===== src/rtl/uart_rx_ctrl.sv =====
// UART receive controller: line synchroniser, start/data/stop sequencing and a
// first-word-fall-through byte FIFO with framing and overrun flags.
module uart_rx_ctrl #(
  parameter int CLKS_PER_BIT = 20,
  parameter int FIFO_DEPTH   = 4,
  parameter int CNT_W        = 3
) (
  input  logic             clk,
  input  logic             rst,
  input  logic             uart_rx,
  output logic [7:0]       rx_data,
  output logic             rx_valid,
  input  logic             rx_ready,
  output logic             frame_err,
  output logic             overrun,
  output logic             busy,
  output logic [CNT_W-1:0] fifo_count
);
  // state | meaning
  // IDLE  | line idle, waiting for a low level
  // START | timing to mid start bit to qualify it
  // DATA  | sampling 8 data bits, LSB first
  // STOP  | sampling stop bit, push byte or flag framing error
  // BREAK | line still low after a bad stop bit, wait for release
  typedef enum logic [2:0] {IDLE, START, DATA, STOP, BREAK} state_t;

  localparam int TW = $clog2(CLKS_PER_BIT);
  localparam int PW = $clog2(FIFO_DEPTH);
  localparam logic [TW-1:0]    HALF_LAST = TW'(CLKS_PER_BIT / 2 - 1);
  localparam logic [TW-1:0]    BIT_LAST  = TW'(CLKS_PER_BIT - 1);
  localparam logic [CNT_W-1:0] DEPTH     = CNT_W'(FIFO_DEPTH);

  logic          sync1, rxs;
  state_t        state, state_nxt;
  logic [TW-1:0] cnt, cnt_nxt;
  logic [2:0]    bit_idx, bit_idx_nxt;
  logic [7:0]    shreg, shreg_nxt;
  logic          push_req, ferr_set;
  logic          pop, push_ok;
  logic [7:0]    mem [FIFO_DEPTH];
  logic [PW-1:0] wr_ptr, rd_ptr;

  always_ff @(posedge clk) begin
    if (rst) begin
      sync1 <= 1'b1;
      rxs   <= 1'b1;
    end else begin
      sync1 <= uart_rx;
      rxs   <= sync1;
    end
  end

  always_ff @(posedge clk) begin
    if (rst) begin
      state   <= IDLE;
      cnt     <= '0;
      bit_idx <= '0;
      shreg   <= '0;
    end else begin
      state   <= state_nxt;
      cnt     <= cnt_nxt;
      bit_idx <= bit_idx_nxt;
      shreg   <= shreg_nxt;
    end
  end

  always_comb begin
    state_nxt   = state;
    cnt_nxt     = cnt + TW'(1);
    bit_idx_nxt = bit_idx;
    shreg_nxt   = shreg;
    push_req    = 1'b0;
    ferr_set    = 1'b0;
    unique case (state)
      IDLE: begin
        cnt_nxt = '0;
        if (!rxs) state_nxt = START;
      end
      START: begin
        if (cnt == HALF_LAST) begin
          cnt_nxt     = '0;
          bit_idx_nxt = '0;
          state_nxt   = rxs ? IDLE : DATA;
        end
      end
      DATA: begin
        if (cnt == BIT_LAST) begin
          cnt_nxt     = '0;
          shreg_nxt   = {rxs, shreg[7:1]};
          bit_idx_nxt = bit_idx + 3'd1;
          if (bit_idx == 3'd7) state_nxt = STOP;
        end
      end
      STOP: begin
        // leaving at mid stop bit lets a back-to-back start edge be seen
        if (cnt == BIT_LAST) begin
          cnt_nxt   = '0;
          push_req  = rxs;
          ferr_set  = ~rxs;
          state_nxt = rxs ? IDLE : BREAK;
        end
      end
      BREAK: begin
        cnt_nxt = '0;
        if (rxs) state_nxt = IDLE;
      end
      default: begin
        cnt_nxt   = '0;
        state_nxt = IDLE;
      end
    endcase
  end

  assign busy     = (state != IDLE);
  assign rx_valid = (fifo_count != '0);
  assign rx_data  = rx_valid ? mem[rd_ptr] : 8'h00;
  assign pop      = rx_valid & rx_ready;
  // a full FIFO still takes the byte when the head leaves on the same edge
  assign push_ok  = push_req & ((fifo_count < DEPTH) | pop);

  always_ff @(posedge clk) begin
    if (rst) begin
      wr_ptr     <= '0;
      rd_ptr     <= '0;
      fifo_count <= '0;
      frame_err  <= 1'b0;
      overrun    <= 1'b0;
    end else begin
      frame_err <= ferr_set;
      overrun   <= push_req & ~push_ok;
      if (push_ok) wr_ptr <= wr_ptr + PW'(1);
      if (pop)     rd_ptr <= rd_ptr + PW'(1);
      if (push_ok & ~pop)      fifo_count <= fifo_count + CNT_W'(1);
      else if (pop & ~push_ok) fifo_count <= fifo_count - CNT_W'(1);
    end
  end

  always_ff @(posedge clk) begin
    if (push_ok) mem[wr_ptr] <= shreg;
  end

endmodule

===== config.mk =====
export PLATFORM = sky130hd
export DESIGN_NAME = uart_rx_ctrl
export DESIGN_NICKNAME = d
export VERILOG_FILES = /design/src/rtl/uart_rx_ctrl.sv
export SDC_FILE = /design/constraint.sdc
export NUM_CORES = 1
export LEC_CHECK = 0
export CORE_ASPECT_RATIO = 0.75
export CORE_UTILIZATION = 50
export CTS_CLUSTER_DIAMETER = 120
export DETAILED_ROUTE_END_ITERATION = 10
export PLACE_DENSITY_LB_ADDON = 0.2
export SLEW_MARGIN = 20
export SYNTH_ARGS = -nofsm -noshare
export SYNTH_HDL_FRONTEND = slang
export SYNTH_SLANG_ARGS = --single-unit

===== constraint.sdc =====
create_clock -name clk -period 3.34 [get_ports clk]
set_input_delay 0.334 -clock clk [delete_from_list [all_inputs] [get_ports clk]]
set_output_delay 0.334 -clock clk [all_outputs]
set_load 0.02 [all_outputs]

==> results.toml <==
[setup_path]
cp-start-kind = "flip-flop"
crit_path_frequent_cell = "ha_1"
required_ns = 3.61
critPathBufInv = 1
end_kind = "flip-flop"
slowest_stage = "dfxtp_1"
worstSetupPathType = "flip-flop to flip-flop"
crit_path_max_incr_delay_ns = 0.40
crit_family = "simple AND/OR/NAND/NOR gates"
cp_max_fo = 7
worst_ep_arrival_time_ns = 2.95
cp_cell_sequence = "ha_1, and4bb_1, and3_1, ha_1, inv_1, fa_1, xor2_1, or3_1, a21oi_1"

[global_route]
grt_pass1_wl_um = 7680
gr-total-overflow = 0
grt_max_degree = 17
antenna_found_initial = 0
grt_pass1_vias = 1553
track_usage = 0.188

[routing]
drc = 0
drt-pass1-iter-count = 5
wl_per_cell_um = 15.1
routed_wl_um = 4470
via_count = 1557
antenna_left = 0
first_iter_violations = 91
viasPerCell = 5.26

[synth]
ys_ff_latch = 64
yosysWarningCount = 0
yosysSeqAreaShare = 0.600
synth_area_um2 = 2670
post_synth_num_cell_types = 40
synth_fp_nets = 212
netlist_instances = 198
syn_avg_cell_area_um2 = 13.5

[clock_tree]
cts_inserted_buffers = 9
cts_root_buf = "clkbuf_8"
cts.path.max_buffers = 2
cts_setup_buffers = 0
path_clk_slew_ns = 0.06
clock_latency_ns = 0.34
htreeDepth = 3
cts_sinks = 64
cts_resized = 0
cts_tree = "yes"
cts_hold_buffers = 0

[final_layout]
drive_gt1_frac = 0.156
fin_nets = 233
n_fill_cell = 400
seq_area_um2 = 1600
syn_to_final_growth_pct = 17.0
multi_input_area_um2 = 998
n_antenna_cell = 0

[sta]
period_needed_ns = 2.68
max_slew_margin = 0.602
max_slew.worst_pin.slew_ns = 0.596
drv_slew = 0
setup_viol = 0
min_period_over_period = 0.802
timing.fmax_mhz = 373
whs_ns = 0.414
grt_setup_unrepaired = "false"
hold_viol_final = 0
skew_ns = 0.00961
totalNegativeSetupSlack_ns = 0

[floorplan]
dieArea_um2 = 5640
initial_core_util = 0.533
die_w_um = 86.4
io_pins = 19
core_region_area_um2 = 5010
fp.dieH_um = 65.3
rows = 22

[pwr]
p_total_w = 0.00232
peakVddDrop_mv = 0.519
internal_power_w = 0.00164
clkPwrFrac = 0.305
p_leak_nw = 1.09
switching_share = 0.296
p_switching_w = 0.000687
powerDensity_nw_per_um2 = 744
p_seq_frac = 0.406
p_comb_frac = 0.289

[worst_hold_path]
hold_path_class = "flip-flop to flip-flop"

[placement]
place_hpwl_um = 3100
io_buffers = 18
gp_congestion = 0.704

[run]
max_cap_viol_count = 0

[run_status]
status = "completed"
## worst reg2reg max path, delay by kind of cell, from the launching register on
kind                     cells  cell delay [ns]
AO/OA/AOI/OAI                1             0.14
XOR/XNOR                     1             0.18
adder cells (fa/ha/maj)      3             0.85
buffers and inverters        1             0.06
flip-flops                   1             0.40
AND/OR/NAND/NOR              3             0.99
## cell families after synthesis
family,after synthesis,share of synthesized area
AOI/OAI and AO/OA,9,0.0234
xor gates and xnor gates,9,0.0295
adders and majority gates,10,0.0497
buffers and inverters,15,0.0262
DFF,64,0.600
muxes,22,0.120
and+or+nand+nor,69,0.151
## layout make-up
class                      count  share of cell area
multi-input combinational    119               0.320
tap                           72              0.0288
inverter                       5             0.00601
clock buffer                  14              0.0589
clock inverter                 2              0.0112
timing repair buffer          20              0.0625
sequential                    64               0.513
## per-stage QoR
step / instance area [µm²] / setup slack [ns] / cells / util
floorplan: 2670 / 0.968 / 198 / -
global placement: 2900 / 0.791 / 280 / 0.580
detailed placement: 2900 / 0.700 / 280 / 0.580
CTS: 3120 / 0.648 / 296 / 0.623
global route: 3120 / 0.493 / 296 / 0.623
finish: 3120 / 0.660 / 296 / 0.623
## cells in the mapped netlist
library cell	number	area, µm²
inv_1	5	18.8
buf_6	1	11.3
xnor2_1	2	17.5
nor3b_2	1	12.5
nor4bb_1	2	20.0
and3_1	1	6.26
a22oi_1	1	7.51
nor2b_1	1	6.26
or2_4	1	8.76
nor3_1	4	20.0
and2_1	12	75.1
nand3_1	3	15.0
o21ai_2	1	8.76
and2b_1	1	7.51
dfxtp_1	32	641
nor3b_1	1	7.51
nor2_1	16	60.1
or2_2	2	12.5
mux4_2	8	180
fa_1	1	20.0
clkbuf_1	5	18.8
o32a_2	1	11.3
and4bb_1	1	12.5
nor2_2	5	31.3
xor2_1	7	61.3
ha_1	9	113
nand2b_1	7	43.8
nand2_1	4	15.0
a21oi_1	3	15.0
a311o_1	1	10.0
o21ai_0	2	10.0
nand3b_1	1	7.51
buf_1	1	3.75
mux2i_1	14	140
buf_2	2	10.0
and4b_1	1	10.0
or2b_1	1	7.51
buf_4	1	7.51
edfxtp_1	32	961
or3_1	4	25.0
## power by group through the flow
| stage | Sequential, W | Clock [W] | Combinational (W) |
|---|---|---|---|
| floorplan | 0.000938 | 0 | 0.000436 |
| global placement | 0.000956 | 0 | 0.000665 |
| detailed placement | 0.000963 | 0 | 0.000678 |
| CTS | 0.000946 | 0.000724 | 0.000680 |
| global route | 0.000955 | 0.000757 | 0.000726 |
| finish | 0.000943 | 0.000709 | 0.000672 |
## layout by cell type, fill, tap and decap left out, types with 2 or more instances in the layout
cell type	n
dfxtp_1	32
edfxtp_1	32
clkdlybuf4s50_1	18
nor2_1	16
mux2i_1	14
and2_1	12
clkbuf_8	11
ha_1	9
mux4_2	8
nand2b_1	7
xor2_1	7
inv_1	5
nor2_2	5
or3_1	4
nand2_1	4
nor3_1	4
a21oi_1	3
nand3_1	3
nor4bb_1	2
xnor2_1	2
or2_2	2
o21ai_0	2
clkbuf_1	2
buf_4	2
## worst paths after layout
| kind | depth (start not counted) | slack, ns | startpoint | end |
|---|---|---|---|---|
| worst max-delay path | 9 | 0.66 | cnt[0] | fifo_count[2] |
| worst min-delay path | 1 | 0.41 | sync1 | rxs |
| worst max register to register | 9 | 0.66 | cnt[0] | fifo_count[2] |
| worst min register to register | 1 | 0.41 | sync1 | rxs |
## state kept, by name, indices dropped and copies added (netlist names), named ones only
register / count
frame_err: 1
overrun: 1
sync1: 1
rxs: 1
shreg: 8
mem: 32
state: 3
bit_idx: 3
rd_ptr: 2
cnt: 5
wr_ptr: 2
fifo_count: 3
## routing by layer
layer	track usage	vias to the layer above	wire length (µm)
li1	-	744	-
met1	0.243	763	2050
met2	0.301	43	2120
met3	0.0754	7	254
met4	0.0438	0	47
met5	0	-	0
Power figures use the tool's default switching activity.
